**src/rtl/disp_pkg.sv**
```systemverilog
// Shared constants and helpers for the N-channel dispatcher.
package disp_pkg;

  localparam logic [1:0] ERR_NONE  = 2'b00;
  localparam logic [1:0] ERR_OVF   = 2'b01;
  localparam logic [1:0] ERR_UNF   = 2'b10;
  localparam logic [1:0] ERR_BADID = 2'b11;

  // Ceiling log2; usable in constant expressions for pointer widths.
  function automatic int unsigned clog2(input int unsigned v);
    int unsigned r;
    r = 0;
    for (int unsigned i = 0; i < 32; i++) begin
      if ((32'd1 << i) < v) r = i + 1;
    end
    return r;
  endfunction

endpackage

```
**src/rtl/disp_fifo_ch.sv**
```systemverilog
// One dispatcher channel: circular FIFO with occupancy flags, output register
// and a sticky error code.
module disp_fifo_ch
  import disp_pkg::*;
#(
  parameter int unsigned MAIN_SIZE    = 8,
  parameter int unsigned DEPTH        = 4,
  parameter int unsigned AF_THR       = DEPTH - 1,
  parameter int unsigned AE_THR       = 1,
  parameter bit          DROP_ON_FULL = 1'b1
) (
  input  logic                 clk,
  input  logic                 reset,
  input  logic                 wr_en,
  input  logic [MAIN_SIZE-1:0] wr_data,
  input  logic                 rd_en,
  input  logic                 clear_err,
  input  logic                 bad_id,
  output logic [MAIN_SIZE-1:0] rd_data,
  output logic                 rd_valid,
  output logic                 empty,
  output logic                 full,
  output logic                 almost_empty,
  output logic                 almost_full,
  output logic [1:0]           error
);

  localparam int unsigned PW = clog2(DEPTH);
  localparam int unsigned CW = PW + 1;

  logic [MAIN_SIZE-1:0] mem [DEPTH];
  logic [PW-1:0]        wr_ptr_q, rd_ptr_q;
  logic [CW-1:0]        count_q, count_d;
  logic                 do_rd, do_wr, pop, unf, ovf;
  logic [1:0]           new_err, err_d;

  assign empty        = (count_q == CW'(0));
  assign full         = (count_q == CW'(DEPTH));
  assign almost_empty = (count_q <= CW'(AE_THR));
  assign almost_full  = (count_q >= CW'(AF_THR));

  // Overflow only when full and no same-cycle read frees a slot.
  always_comb begin
    do_rd   = 1'b0;
    do_wr   = 1'b0;
    pop     = 1'b0;
    unf     = 1'b0;
    ovf     = 1'b0;
    new_err = ERR_NONE;
    err_d   = error;
    count_d = count_q;

    do_rd = rd_en && !empty;
    unf   = rd_en && empty;
    ovf   = wr_en && full && !rd_en;
    do_wr = wr_en && !(ovf && DROP_ON_FULL);
    pop   = do_rd || (ovf && !DROP_ON_FULL);

    if (ovf)         new_err = ERR_OVF;
    else if (unf)    new_err = ERR_UNF;
    else if (bad_id) new_err = ERR_BADID;

    if (new_err != ERR_NONE && (error == ERR_NONE || clear_err)) err_d = new_err;
    else if (clear_err)                                          err_d = ERR_NONE;

    count_d = count_q + CW'(do_wr) - CW'(pop);
  end

  always_ff @(posedge clk or negedge reset) begin
    if (!reset) begin
      wr_ptr_q <= '0;
      rd_ptr_q <= '0;
      count_q  <= '0;
      rd_data  <= '0;
      rd_valid <= 1'b0;
      error    <= ERR_NONE;
    end else begin
      if (do_wr) wr_ptr_q <= wr_ptr_q + PW'(1);
      if (pop)   rd_ptr_q <= rd_ptr_q + PW'(1);
      if (do_rd) rd_data  <= mem[rd_ptr_q];
      rd_valid <= do_rd;
      count_q  <= count_d;
      error    <= err_d;
    end
  end

  // Storage needs no reset; validity is tracked by the pointers and count.
  always_ff @(posedge clk) begin
    if (do_wr) mem[wr_ptr_q] <= wr_data;
  end

endmodule

```
**src/rtl/disp_nch.sv**
```systemverilog
// N-channel dispatcher: decodes the channel-ID header into per-channel FIFO
// writes; out-of-range IDs raise the bad-id code on channel 0.
module disp_nch
  import disp_pkg::*;
#(
  parameter int unsigned MAIN_SIZE    = 8,
  parameter int unsigned CH_BITS      = 2,
  parameter int unsigned NUM_CH       = 4,
  parameter int unsigned DEPTH        = 4,
  parameter int unsigned AF_THR       = DEPTH - 1,
  parameter int unsigned AE_THR       = 1,
  parameter bit          DROP_ON_FULL = 1'b1
) (
  input  logic                          clk,
  input  logic                          reset,
  input  logic [MAIN_SIZE+CH_BITS-1:0]  in,
  input  logic                          in_valid,
  input  logic [NUM_CH-1:0]             read,
  input  logic [NUM_CH-1:0]             clear_err,
  output logic [NUM_CH*MAIN_SIZE-1:0]   out,
  output logic [NUM_CH-1:0]             out_valid,
  output logic [NUM_CH-1:0]             empty,
  output logic [NUM_CH-1:0]             full,
  output logic [NUM_CH-1:0]             almost_empty,
  output logic [NUM_CH-1:0]             almost_full,
  output logic [2*NUM_CH-1:0]           error
);

  logic [CH_BITS-1:0]   id;
  logic [MAIN_SIZE-1:0] payload;
  logic                 bad;
  logic [NUM_CH-1:0]    wr_en;
  logic [NUM_CH-1:0]    bad_ch;

  assign id      = in[MAIN_SIZE+CH_BITS-1:MAIN_SIZE];
  assign payload = in[MAIN_SIZE-1:0];
  // Extra bit so the compare also works when NUM_CH == 2**CH_BITS.
  assign bad     = in_valid && ({1'b0, id} >= (CH_BITS+1)'(NUM_CH));

  for (genvar k = 0; k < NUM_CH; k++) begin : g_ch
    assign wr_en[k]  = in_valid && (id == CH_BITS'(k));
    assign bad_ch[k] = (k == 0) ? bad : 1'b0;

    disp_fifo_ch #(
      .MAIN_SIZE    (MAIN_SIZE),
      .DEPTH        (DEPTH),
      .AF_THR       (AF_THR),
      .AE_THR       (AE_THR),
      .DROP_ON_FULL (DROP_ON_FULL)
    ) u_fifo (
      .clk          (clk),
      .reset        (reset),
      .wr_en        (wr_en[k]),
      .wr_data      (payload),
      .rd_en        (read[k]),
      .clear_err    (clear_err[k]),
      .bad_id       (bad_ch[k]),
      .rd_data      (out[k*MAIN_SIZE +: MAIN_SIZE]),
      .rd_valid     (out_valid[k]),
      .empty        (empty[k]),
      .full         (full[k]),
      .almost_empty (almost_empty[k]),
      .almost_full  (almost_full[k]),
      .error        (error[2*k +: 2])
    );
  end

endmodule

```
**config.mk**
```make
export PLATFORM = sky130hd
export DESIGN_NAME = disp_nch
export DESIGN_NICKNAME = d
export VERILOG_FILES = /design/src/rtl/disp_pkg.sv /design/src/rtl/disp_fifo_ch.sv /design/src/rtl/disp_nch.sv
export SDC_FILE = /design/constraint.sdc
export NUM_CORES = 1
export LEC_CHECK = 0
export ABC_AREA = 1
export CELL_PAD_IN_SITES_DETAIL_PLACEMENT = 0
export CELL_PAD_IN_SITES_GLOBAL_PLACEMENT = 1
export CORE_ASPECT_RATIO = 0.6
export CORE_MARGIN = 5
export CORE_UTILIZATION = 25
export DETAILED_ROUTE_END_ITERATION = 16
export DONT_BUFFER_PORTS = 1
export GPL_TIMING_DRIVEN = 1
export PLACE_DENSITY = 0.52
export SETUP_SLACK_MARGIN = 0.2
export SYNTH_ARGS = -nofsm -noshare
export SYNTH_HDL_FRONTEND = slang
export SYNTH_HIERARCHICAL = 1
export SYNTH_SLANG_ARGS = --single-unit
```
**constraint.sdc**
```tcl
create_clock -name clk -period 5.65 [get_ports clk]
set_input_delay 0.2825 -clock clk [delete_from_list [all_inputs] [get_ports clk]]
set_output_delay 0.2825 -clock clk [all_outputs]
set_load 0.01 [all_outputs]
```
# Word-level counts from Yosys, hierarchy flattened
# Memory sizes are Yosys's and may differ from the RTL's. A register that Yosys moved wholly into a read port is not among the register bits.
# Cells that the tools add are included.
[word_totals]
word_cells = 144
out_inout_bits = 60
memories = 4
reg_bits = 40
mem_bits_rw = 128
in_bits = 21
[classes]
eq_ne = 7
reduce_logical = 65
order_cmp = 8
n_addsub = 16
n_mux = 24
[mem_list]
columns = ["memory", "words", "word_bits", "read_ports", "rd_ports_with_merged_regs", "wr", "line_no", "source"]
rows = [
  ["g_ch[0].u_fifo.mem", 4, 8, 1, 1, 1, "disp_fifo_ch.sv:31", "logic [MAIN_SIZE-1:0] mem [DEPTH];"],
  ["g_ch[1].u_fifo.mem", 4, 8, 1, 1, 1, "disp_fifo_ch.sv:31", ""],
  ["g_ch[2].u_fifo.mem", 4, 8, 1, 1, 1, "disp_fifo_ch.sv:31", ""],
  ["g_ch[3].u_fifo.mem", 4, 8, 1, 1, 1, "disp_fifo_ch.sv:31", ""],
]
[op_table]
columns = ["op", "count"]
rows = [
  ["2-bit 2-to-1 mux", 16],
  ["1-bit logical AND", 28],
  ["2-bit by 1-bit adder with 2-bit output (second input constant)", 8],
  ["1-bit zero test", 16],
  ["2-bit nonzero test", 8],
  ["3-bit by 1-bit adder with 3-bit output", 4],
  ["3-bit equality test (second input constant)", 4],
  ["3-bit by 2-bit >= comparator with 1-bit output (second input constant)", 4],
  ["3-bit by 1-bit less-or-equal comparator with 1-bit output (second input constant)", 4],
  ["3-bit zero test", 4],
  ["3-bit by 1-bit subtractor with 3-bit output", 4],
  ["2-bit zero test", 5],
  ["1-bit 2-to-1 mux", 8],
  ["2-bit equality test (second input constant)", 2],
  ["1-bit logical OR", 4],
  ["2-bit by 1-bit equality test with 1-bit output (second input constant)", 1],
]

# Longest topological paths before layout
# Gate-level depths: netlist of the first run.
[depth]
depth_word = 8
depth_mapped = 11
depth_no_buf = 11

# Hierarchy
# Netlist of the first run, hierarchy kept.
[by_module_without_submodules]
columns = ["module", "seq_area_each_um2", "instances", "cells_each", "area_per_inst_um2"]
rows = [
  ["disp_fifo_ch at g_ch[1].u_fifo ...", 1411.4, 2, 217, 2270.9],
  ["disp_fifo_ch at g_ch[0].u_fifo ...", 1411.4, 2, 219, 2254.7],
  ["disp_nch", 0.0, 1, 9, 33.8],
]

# Worst setup path before layout of the first run
# No wires, ideal clock.
[synth_path]
kind = "input to register"
start = "input in[8]"
end = "register g_ch[2].u_fifo.count_q[2]"
t_required_ps = 5528
setup_slack_ps = 3642
setup_time_ps = 122
t_arrival_ps = 1886
stages = 11
n_path_buf = 0
cell_sequence = "inv_1 nand2_1 nor2_1 nand4_2 nand2_2 ha_1 inv_1 ha_1 inv_1 fa_1 xor2_1"
[synth_via]
elab_chain_cells = 8
[synth_rtl]
columns = ["element", "line_no", "source"]
rows = [
  ["start, declared", "disp_nch.sv:16", "input logic [MAIN_SIZE+CH_BITS-1:0] in,"],
  ["2-bit equality test *", "disp_nch.sv:41", "assign wr_en[k] = in_valid && (id == CH_BITS'(k));"],
  ["1-bit logical AND *", "disp_nch.sv:41", ""],
  ["via wr_en[2]", "disp_nch.sv:32", "logic [NUM_CH-1:0] wr_en;"],
  ["1-bit logical AND (2 in series)", "disp_fifo_ch.sv:55", "ovf = wr_en && full && !rd_en;"],
  ["1-bit zero test", "disp_fifo_ch.sv:56", "do_wr = wr_en && !(ovf && DROP_ON_FULL);"],
  ["1-bit logical AND *", "disp_fifo_ch.sv:56", ""],
  ["3-bit by 1-bit adder with 3-bit output *", "disp_fifo_ch.sv:66", "count_d = count_q + CW'(do_wr) - CW'(pop);"],
  ["3-bit by 1-bit subtractor with 3-bit output *", "disp_fifo_ch.sv:66", ""],
  ["via g_ch[2].u_fifo.count_d[2]", "disp_fifo_ch.sv:33", "logic [CW-1:0] count_q, count_d;"],
  ["end signal, assigned", "disp_fifo_ch.sv:82", "count_q <= count_d;"],
  ["end, declared", "disp_fifo_ch.sv:33", ""],
]
# Mark *: on every way through the listed nets, which the timed path passes. The rest lies on a longest branch.
# A chain may end at the register's enable or synchronous reset.

# Final worst setup path of the first run
[layout_path]
start = "register g_ch[3].u_fifo.count_q[1]"
end = "register g_ch[3].u_fifo.count_q[2]"
[layout_via]
elab_cells_between_ends = 10
cone_classes = "add/sub: 2; eq/ne: 1; reduce/logical: 7"
[layout_rtl]
columns = ["element", "line_no", "source"]
rows = [
  ["start, declared", "disp_fifo_ch.sv:33", ""],
  ["start signal, assigned", "disp_fifo_ch.sv:82", ""],
  ["3-bit zero test", "disp_fifo_ch.sv:37", "assign empty = (count_q == CW'(0));"],
  ["1-bit zero test", "disp_fifo_ch.sv:53", "do_rd = rd_en && !empty;"],
  ["1-bit logical AND", "disp_fifo_ch.sv:53", ""],
  ["via g_ch[3].u_fifo.do_rd", "disp_fifo_ch.sv:34", "logic do_rd, do_wr, pop, unf, ovf;"],
  ["3-bit by 1-bit subtractor with 3-bit output", "disp_fifo_ch.sv:66", ""],
  ["via g_ch[3].u_fifo.count_d[2]", "disp_fifo_ch.sv:33", ""],
]
# The timed path passes the listed nets, and every way through them passes these cells.

==> results.yml, run 1 <==
die:
  coreArea_um2: 36080
  pin_count: 81
  die_height_um: 157.7
  die_area_um2: 40380
  rows: 54
  start_util_pct: 25.18
  fp.dieW_um: 256.1
routing:
  routed_wirelength_um: 21160
  drtIter0Drc: 312
  route.detailed.drc: 0
  vias_per_cell: 3.935
  drtAntennaViolNets: 0
  drtPass1Iterations: 4
  vias: 5473
  drt-wirelength-per-cell_um: 15.21
critical_path:
  cp-end-kind: "flip-flop"
  reg2regPathDepth: 10
  crit_type: "flip-flop to flip-flop"
  required_ps: 5980
  cp-start-kind: "flip-flop"
  critical-path-max-stage-delay_ps: 470
  cp_slowest_cell: "dfrtp_1"
  path_cells: "nor2_2 > nand2_2 > nand2_2 > inv_2 > ha_1 > inv_1 > ha_1 > inv_1 > fa_1 > xor2_1"
  worstPathMaxFanout: 11
  cp.arrival_ps: 2730
global_route:
  gr-total-overflow: 0
  grt_pass1_vias: 5328
  grt.total_usage_pct: 10.90
  antenna_found_initial: 1
  grt_pass1_wl_um: 33410
  grt_max_degree: 73
sta:
  fin_crit_sh_pct: 42.49
  min_period_ps: 2401
  setup_viol: 0
  hold_violations: 0
  slew_viol_final: 0
  worst_pin_slew_ps: 883.4
  setup_ws_ps: 3249
  tns_ps: 0
  clock.fmax_ghz: 0.4165
  finClkSkew_ps: 11.09
  slew-limit-headroom_pct: 40.91
  rsz0062_at_grt: "no"
synthesis:
  async_flop_share_pct: 36.00
  synth_top_area_share_pct: 42.31
  netlist-cell-type-count: 28
  ys_seq_elements: 200
  netlist_top_cells_count: "nand2_1, edfxtp_1, dfrtp_1, inv_1, nand2_2"
  avgSynthCellArea_um2: 10.31
  synth-warning-count: 6
  synth_ff_type: "edfxtp_1"
  synth_most_common_cell: "nand2_1"
  syn_area_um2: 9085
  synth_top_area_cell: "edfxtp_1"
  synth_edf_count: 128
  netlist_instances: 881
  ys_seq_area_share_pct: 62.14
  ys_top_cells_by_area: "edfxtp_1, dfrtp_1, nand2_1"
pwr:
  netSwitchingPower_mw: 1.881
  p_per_area_nw_per_um2: 483.1
  p_leak_nw: 4.627
  combinationalPowerShare_pct: 26.7
  swShare_pct: 37.81
  intPower_mw: 3.093
  p_clk_share_pct: 28.0
  peakVddDrop_mv: 0.2216
  pwr-share-seq_pct: 45.2
clock_tree:
  cts_tree: "yes"
  cts-root-buf: "clkbuf_16"
  htreeDepth: 4
  clk_path_buf_depth: 2
  numClockSinks: 200
  clkTransAtPathRegs_ps: 70
  cts_buffers: 17
  post-cts-setup-buffers: 0
  post_cts_resized: 0
  clock_latency_ps: 450
hold_path:
  hold_class: "primary input to flip-flop"
  hold_path_depth: 3
place:
  dp_slack_ps: 2983
  gp_congestion: 0.7082
  port_buffers: 0
  hpwl_um: 14030
run:
  max_cap_viol_count: 0
finish:
  nNetsFinal: 962
  syn_to_final_growth_pct: 13.32
  drive_gt1_share_pct: 11.71
run_status:
  outcome: "finished, final reports clean"
## cells by family (layout without fill, tap and decap cells)
kind of cell             count (synthesis)  in the layout  share of synthesized area (%)
AND/OR/NAND/NOR                        520            520                          23.77
flip-flops                             200            200                          62.14
buffers and inverters                   98            124                          6.335
adder cells (fa/ha/maj)                 40             40                          5.839
AO/OA/AOI/OAI                           16             16                          1.129
XOR/XNOR                                 6              6                         0.7436
other                                    1              9                        0.04128
## flip-flops by register name (all words and copies together), names as in the netlist
name and cells:
g_ch.u_fifo/rd_data 32, g_ch.u_fifo/rd_valid 4, g_ch.u_fifo/mem 128, g_ch.u_fifo/wr_ptr_q 8
g_ch.u_fifo/rd_ptr_q 8, g_ch.u_fifo/error 8, g_ch.u_fifo/count_q 12
## timing repair
item	4_1_cts	5_1_grt
hold buffers	14	0
setup endpoints to repair	0	0
endpoints found under the hold margin	206	0
## power groups by stage
stage	combinational [mW]	clock [mW]	sequential, mW
finish	1.33	1.39	2.25
global route	1.57	1.51	2.31
CTS	1.36	1.45	2.27
detailed placement	1.31	0	2.30
global placement	1.32	0	2.30
floorplan	1.26	0	2.07
## final cells by class
cell class | instances | area (um2)
Antenna cell | 1 | 2.502
Clock buffer | 21 | 503.0
Clock inverter | 11 | 177.7
Fill cell | 3783 | 25780
Inverter | 78 | 322.8
Multi-Input combinational cell | 590 | 2890
Sequential cell | 200 | 5645
Tap cell | 476 | 595.6
Timing Repair Buffer | 14 | 157.7
## critical path: cells and delay by family, from the launching register on
kind,cells,cell delay (ps)
buffers and inverters,3,290
adder cells (fa/ha/maj),3,810
AND/OR/NAND/NOR,3,550
flip-flops,1,470
XOR/XNOR,1,170
## placed cells by master (no fill, tap or decap), types with 10 or more instances in the layout
| cell | n |
|---|---|
| dlygate4sd3_1 | 13 |
| edfxtp_1 | 128 |
| nand2_1 | 416 |
| nor2_1 | 28 |
| nand2_2 | 42 |
| inv_1 | 62 |
| clkbuf_16 | 19 |
| inv_2 | 10 |
| dfrtp_1 | 72 |
| ha_1 | 36 |
| nand3_1 | 18 |
## metrics by stage
stage               std cells  power (mW)  cell area, um2  hold WS [ps]  utilization (%)
finish                   1391       4.974           10290         80.82            28.53
floorplan                 888       3.336            9111        -13.09                -
CTS                      1390       5.075           10290         49.50            28.53
global placement         1344       3.625            9454        -9.047            26.20
detailed placement       1344       3.607            9454        -8.788            26.20
global route             1391       5.383           10290         72.56            28.53
## final timing paths
path                                            start                    endpoint  slack [ps]
max                         g_ch[3].u_fifo/count_q[1]   g_ch[3].u_fifo/count_q[2]        3250
min                                             in[9]  g_ch[0].u_fifo/wr_ptr_q[0]          80
max in group asynchronous                       reset   g_ch[1].u_fifo/rd_data[6]        4920
max reg2reg                 g_ch[3].u_fifo/count_q[1]   g_ch[3].u_fifo/count_q[2]        3250
min reg2reg                g_ch[0].u_fifo/wr_ptr_q[1]  g_ch[0].u_fifo/wr_ptr_q[1]         540
min in group asynchronous                       reset   g_ch[0].u_fifo/rd_data[2]         390
## per-layer routing
layer  vias up  global-route usage (%)  routed length, um
met4         0                   3.081                232
met3        16                   3.045                891
li1       2819                       -                  -
met5         -                       0                  0
met1      2560                   16.45              11590
met2        78                   15.20               8445
No activity file was read; power rests on OpenSTA's default activity.
==> inputs of run 2 (changes only) <==
ABC_AREA = 0   (was 1)
clock period = 2.2 ns   (was 5.65 ns; I/O delays follow)
==> results.yml, run 2 <==
run_status:
  outcome: "finished, final reports clean"
synthesis:
  synth-warning-count: 6
  synth_ff_type: "edfxtp_1"
  ys_seq_elements: 200
  synth_most_common_cell: "edfxtp_1"
  ys_top_cells_by_area: "edfxtp_1, dfrtp_1, mux4_2"
  ys_seq_area_share_pct: 67.41
  synth_top_area_share_pct: 45.90
  netlist_top_cells_count: "edfxtp_1, nand2_1, dfrtp_1, ha_1, inv_1"
  avgSynthCellArea_um2: 15.77
  netlist_instances: 531
  synth_top_area_cell: "edfxtp_1"
  netlist-cell-type-count: 37
  async_flop_share_pct: 36.00
  syn_area_um2: 8374
  synth_edf_count: 128
die:
  pin_count: 81
  start_util_pct: 25.58
  die_height_um: 151.8
  die_area_um2: 37380
  rows: 51
  coreArea_um2: 32740
  fp.dieW_um: 246.3
critical_path:
  reg2reg_to: "g_ch[0].u_fifo/count_q[1]"
  crit_start: "g_ch[0].u_fifo/count_q[1]"
  r2r-start: "g_ch[0].u_fifo/count_q[1]"
  path_buf_inv: 4
  critical-path-max-stage-delay_ps: 510
  worstPathMaxFanout: 11
  regToRegSetupSlack_ps: 190
  cp-start-kind: "flip-flop"
  cp_slowest_cell: "fa_2"
  crit_type: "flip-flop to flip-flop"
  crit_family: "adder cells"
  required_ps: 2530
  reg2regPathDepth: 8
  path_cells: "o31ai_4 > inv_4 > ha_4 > inv_2 > ha_4 > inv_2 > fa_2 > inv_1"
  cp-end-kind: "flip-flop"
  cp.arrival_ps: 2340
routing:
  vias: 4344
  route.detailed.drc: 0
  drtIter0Drc: 321
  drt-wirelength-per-cell_um: 16.68
  drtAntennaViolNets: 0
  drtPass1Iterations: 4
  vias_per_cell: 4.056
  routed_wirelength_um: 17870
global_route:
  antenna_found_initial: 3
  grt_max_degree: 73
  gr-total-overflow: 0
  grt_pass1_wl_um: 27520
  grt_pass1_vias: 4594
  grt.total_usage_pct: 9.893
place:
  hpwl_um: 11770
  port_buffers: 0
  dp_cells: 995
  gp_congestion: 0.7040
finish:
  stdcell_count: 1071
  layout_common_cells: "edfxtp_1, nand2_1, dfrtp_1"
  fill_cells: 3196
  final_common_cell: "edfxtp_1"
  final_core_util_pct: 31.14
  largest-register: "g_ch.u_fifo/mem"
  reg_top3: "g_ch.u_fifo/mem (128), g_ch.u_fifo/rd_data (32), g_ch.u_fifo/count_q (12)"
  nNetsFinal: 666
  largest_reg_flops: 128
  drive_gt1_share_pct: 26.21
  syn_to_final_growth_pct: 21.71
sta:
  worst_pin_slew_ps: 735.0
  fin_crit_sh_pct: 91.26
  rsz0062_at_grt: "yes"
  slew_viol_final: 0
  timing.hold.ws_ps: 84.03
  tns_ps: 0
  slew-limit-headroom_pct: 50.84
  setup_viol: 0
  hold_violations: 0
  clock.fmax_ghz: 0.4981
  min_period_ps: 2008
  finClkSkew_ps: 11.54
hold_path:
  hold_path_depth: 4
  hp-start: "read[2]"
  hold_path_end: "g_ch[2].u_fifo/wr_ptr_q[0]"
  hold_class: "primary input to flip-flop"
clock_tree:
  cts_tree: "yes"
  numClockSinks: 200
  cts_buffers: 17
  clock_latency_ps: 440
  cts-root-buf: "clkbuf_16"
  clk_path_buf_depth: 2
  clkTransAtPathRegs_ps: 70
  htreeDepth: 4
run:
  max_cap_viol_count: 0
pwr:
  p_per_area_nw_per_um2: 1223
  peakVddDrop_mv: 0.4590
  p_leak_nw: 3.894
-- run 2: cell count changes in the layout (fill, tap and decap cells not counted), sizes merged, moves of 8 or more --
cell and delta:
xnor2 +12, buf +40, clkinv +8, nand3 -18, nor2 -34, nor2b +14
and2 +16, inv -44, nand2 -352, mux4 +32
-- run 2: power breakdown --
group          internal [mW]  leakage, nW  switching [mW]  total [mW]
registers               4.79         2.00            1.09        5.88
clock network           1.92        0.312            1.39        3.31
logic                   1.70         1.58            1.58        3.28
total                   8.41         3.89            4.05        12.5
-- run 2: layout make-up --
type | count | area (um2) | share of cell area [%]
timing repair buffer | 60 | 518.0 | 5.082
antenna | 3 | 7.507 | 0.07366
inverter | 40 | 172.7 | 1.694
multi-input combinational | 286 | 2650 | 26.00
clock inverter | 11 | 140.1 | 1.375
clock buffer | 21 | 483.0 | 4.739
sequential | 200 | 5658 | 55.51
tap | 450 | 563.0 | 5.524
-- run 2: worst register-to-register path, delay by kind of cell (launching register included) --
kind,cells,cell delay (ps)
buffers and inverters,4,260
flip-flops,1,460
AO/OA/AOI/OAI,1,300
adder cells (fa/ha/maj),3,890
-- run 2: logic make-up after synthesis --
logic type	share of synthesized area (%)
AOI/OAI and AO/OA	3.197
xor gates and xnor gates	1.673
adders and majority gates	6.335
buffers and inverters	2.779
DFF	67.41
muxes	9.234
other	0.04478
and+or+nand+nor	9.323
-- run 2: per-layer routing --
layer / track usage [%] / up-vias / routed length [um]
li1: - / 2041 / -
met1: 12.88 / 2218 / 8163
met2: 16.04 / 65 / 8547
met3: 3.261 / 18 / 966
met4: 2.676 / 2 / 180
met5: 0 / - / 11
-- run 2: how the worst max path moves through the flow --
| stage | end | slack (ps) | cells after the start |
|---|---|---|---|
| after floorplan | g_ch[0].u_fifo/count_q[1] | 70 | 9 |
| after global placement | g_ch[0].u_fifo/count_q[1] | 140 | 9 |
| after detailed placement | g_ch[0].u_fifo/count_q[1] | 40 | 9 |
| after CTS | g_ch[0].u_fifo/count_q[1] | 170 | 9 |
| after global routing | g_ch[0].u_fifo/count_q[1] | 140 | 9 |
| final | g_ch[0].u_fifo/count_q[1] | 190 | 8 |
-- run 2: timing repair --
| item | in CTS | in global routing |
|---|---|---|
| setup buffers | 9 | 12 |
| endpoints found under the setup margin | 8 | 8 |
| hold endpoints to repair | 249 | 0 |
| resized for setup | 22 | 14 |
| pin swaps | 5 | 15 |
| hold buffers | 20 | 0 |
-- run 2: metrics by stage --
stage          cell area [um2]  power (mW)  worst slack (ps)
6_report                 10190       12.46             192.2
5_1_grt                  10190       13.31             138.1
4_1_cts                  10050       12.57             174.4
3_5_place_dp              9094       8.926             36.84
3_3_place_gp              9094       8.753             136.9
2_1_floorplan             8468       8.051             70.29
==> inputs of run 3 (changes only) <==
CTS_BUF_LIST = sky130_fd_sc_hd__clkbuf_4   (was unset)
==> results.yml, run 3 (same netlist as run 2, synthesis figures left out) <==
sta:
  rsz0062_at_grt: "yes"
  slew-limit-headroom_pct: 51.97
  min_period_ps: 2031
  worst_pin_slew_ps: 718.1
  hold_violations: 0
  fin_crit_sh_pct: 92.32
  slew_viol_final: 0
  tns_ps: 0
  clock.fmax_ghz: 0.4923
  finClkSkew_ps: 28.68
  setup_viol: 0
global_route:
  grt_pass1_wl_um: 27790
  grt.total_usage_pct: 10.03
  gr-total-overflow: 0
  grt_max_degree: 73
  antenna_found_initial: 6
  grt_pass1_vias: 4592
finish:
  drive_gt1_share_pct: 27.58
  multiInputGateArea_um2: 2660
  final_core_util_pct: 30.39
  fill_cells: 3245
  syn_to_final_growth_pct: 18.80
  final_common_cell: "edfxtp_1"
  largest-register: "g_ch.u_fifo/mem"
  reg_top3: "g_ch.u_fifo/mem (128), g_ch.u_fifo/rd_data (32), g_ch.u_fifo/count_q (12)"
  stdcell_count: 1072
  ff_latch_area_um2: 5659
  nNetsFinal: 668
  stdcell_area_um2: 9948
  largest_reg_flops: 128
  layout_common_cells: "edfxtp_1, nand2_1, dfrtp_1"
routing:
  drtAntennaViolNets: 0
  drtIter0Drc: 363
  vias_per_cell: 4.072
  top_layer: "met5"
  routed_wirelength_um: 18180
  wl_met2_um: 8642
  met1_length_um: 8213
  route.detailed.drc: 0
  met3_length_um: 1087
  vias: 4365
  drtPass1Iterations: 4
  drt-wirelength-per-cell_um: 16.96
die:
  start_util_pct: 25.58
  die_height_um: 151.8
  coreArea_um2: 32740
  rows: 51
  pin_count: 81
  die_area_um2: 37380
  fp.dieW_um: 246.3
place:
  port_buffers: 0
  hpwl_um: 11770
  dp_cells: 995
  gp_congestion: 0.7040
  place_area_um2: 9094
critical_path:
  path_buf_inv: 4
  cp_common_cell: "inv_2"
  regToRegSetupSlack_ps: 170
  reg2regPathDepth: 9
  crit_start: "g_ch[0].u_fifo/count_q[1]"
  cp_slowest_cell: "fa_2"
  required_ps: 2700
  worstPathMaxFanout: 4
  path_cells: "nor4b_4 > nor2b_2 > inv_2 > ha_4 > inv_2 > ha_4 > inv_2 > fa_2 > inv_2"
  cp-end-kind: "flip-flop"
  crit_path_end: "g_ch[0].u_fifo/count_q[1]"
  path_depth: 9
  cp-start-kind: "flip-flop"
  cp.arrival_ps: 2530
  crit_family: "adder cells"
  crit_type: "flip-flop to flip-flop"
  reg2reg_to: "g_ch[0].u_fifo/count_q[1]"
  r2r-start: "g_ch[0].u_fifo/count_q[1]"
  critical-path-max-stage-delay_ps: 520
run:
  max_cap_viol_count: 0
clock_tree:
  cts_buffers: 17
  cts-root-buf: "clkbuf_4"
  clock_latency_ps: 580
  htreeDepth: 4
  cts_tree: "yes"
  clk_path_buf_depth: 2
  numClockSinks: 200
  clkTransAtPathRegs_ps: 170
pwr:
  pwr-share-seq_pct: 51.3
  swShare_pct: 34.34
  power.total_mw: 11.49
  p_per_area_nw_per_um2: 1154
  intPower_mw: 7.541
  p_clk_share_pct: 19.8
  peakVddDrop_mv: 0.3893
  p_leak_nw: 3.782
  combinationalPowerShare_pct: 28.9
  netSwitchingPower_mw: 3.944
hold_path:
  hold_class: "primary input to asynchronous set/reset pin"
run_status:
  outcome: "finished, final reports clean"
## run 3: changes by cell type in the layout (fill, tap and decap cells not counted), sizes merged
| cell | change |
|---|---|
| buf | -3 |
| bufinv | +2 |
| clkbuf | -2 |
| diode | -1 |
| dlygate4sd3 | +5 |
## run 3: worst register-to-register path: cells and delay by family, from the launching register on
kind,cells,cell delay [ps]
adder cells (fa/ha/maj),3,840
AND/OR/NAND/NOR,2,430
flip-flops,1,490
buffers and inverters,4,200
## run 3: power groups by stage
stage | registers (mW) | clock network, mW | logic (mW)
6_report | 5.89 | 2.28 | 3.32
5_1_grt | 6.03 | 2.52 | 3.77
4_1_cts | 5.92 | 2.36 | 3.27
3_5_place_dp | 6.01 | 0 | 2.92
3_3_place_gp | 5.94 | 0 | 2.81
2_1_floorplan | 5.44 | 0 | 2.61
## run 3: worst min path at each step
stage | cells past startpoint | slack [ps] | endpoint | from
2_1_floorplan | 0 | -190 | g_ch[0].u_fifo/count_q[0] | reset
3_3_place_gp | 0 | -180 | g_ch[2].u_fifo/rd_valid | reset
3_5_place_dp | 0 | -180 | g_ch[2].u_fifo/rd_valid | reset
4_1_cts | 2 | 80 | g_ch[0].u_fifo/wr_ptr_q[0] | reset
5_1_grt | 2 | 100 | g_ch[0].u_fifo/wr_ptr_q[0] | reset
6_report | 2 | 110 | g_ch[0].u_fifo/wr_ptr_q[0] | reset
## run 3: per-layer routing
metal,track usage (%),vias up
li1,-,2039
met1,13.09,2235
met2,16.18,73
met3,3.226,14
met4,2.926,4
met5,0,-
## run 3: cell type report
cell class,count,area share [%]
Antenna cell,2,0.05031
Clock buffer,19,1.434
Clock inverter,13,2.012
Inverter,40,1.736
Multi-Input combinational cell,286,26.74
Sequential cell,200,56.89
Tap cell,450,5.660
Timing Repair Buffer,62,5.484
## run 3: what timing repair did
| action | 4_1_cts | 5_1_grt |
|---|---|---|
| buffers inserted | 8 | 10 |
| gates resized for setup | 28 | 19 |
| hold endpoints to repair | 259 | 0 |
| gates cloned | 0 | 0 |
| setup endpoints to repair | 9 | 13 |
| hold buffers | 25 | 0 |
| pin swaps | 6 | 10 |
## run 3: metrics by stage
step | worst slack, ps | hold slack, ps
after floorplan | 70.29 | -185.6
after global placement | 136.9 | -182.0
after detailed placement | 36.84 | -182.5
after CTS | 166.0 | 83.65
after global routing | 87.72 | 96.40
final | 168.9 | 107.6
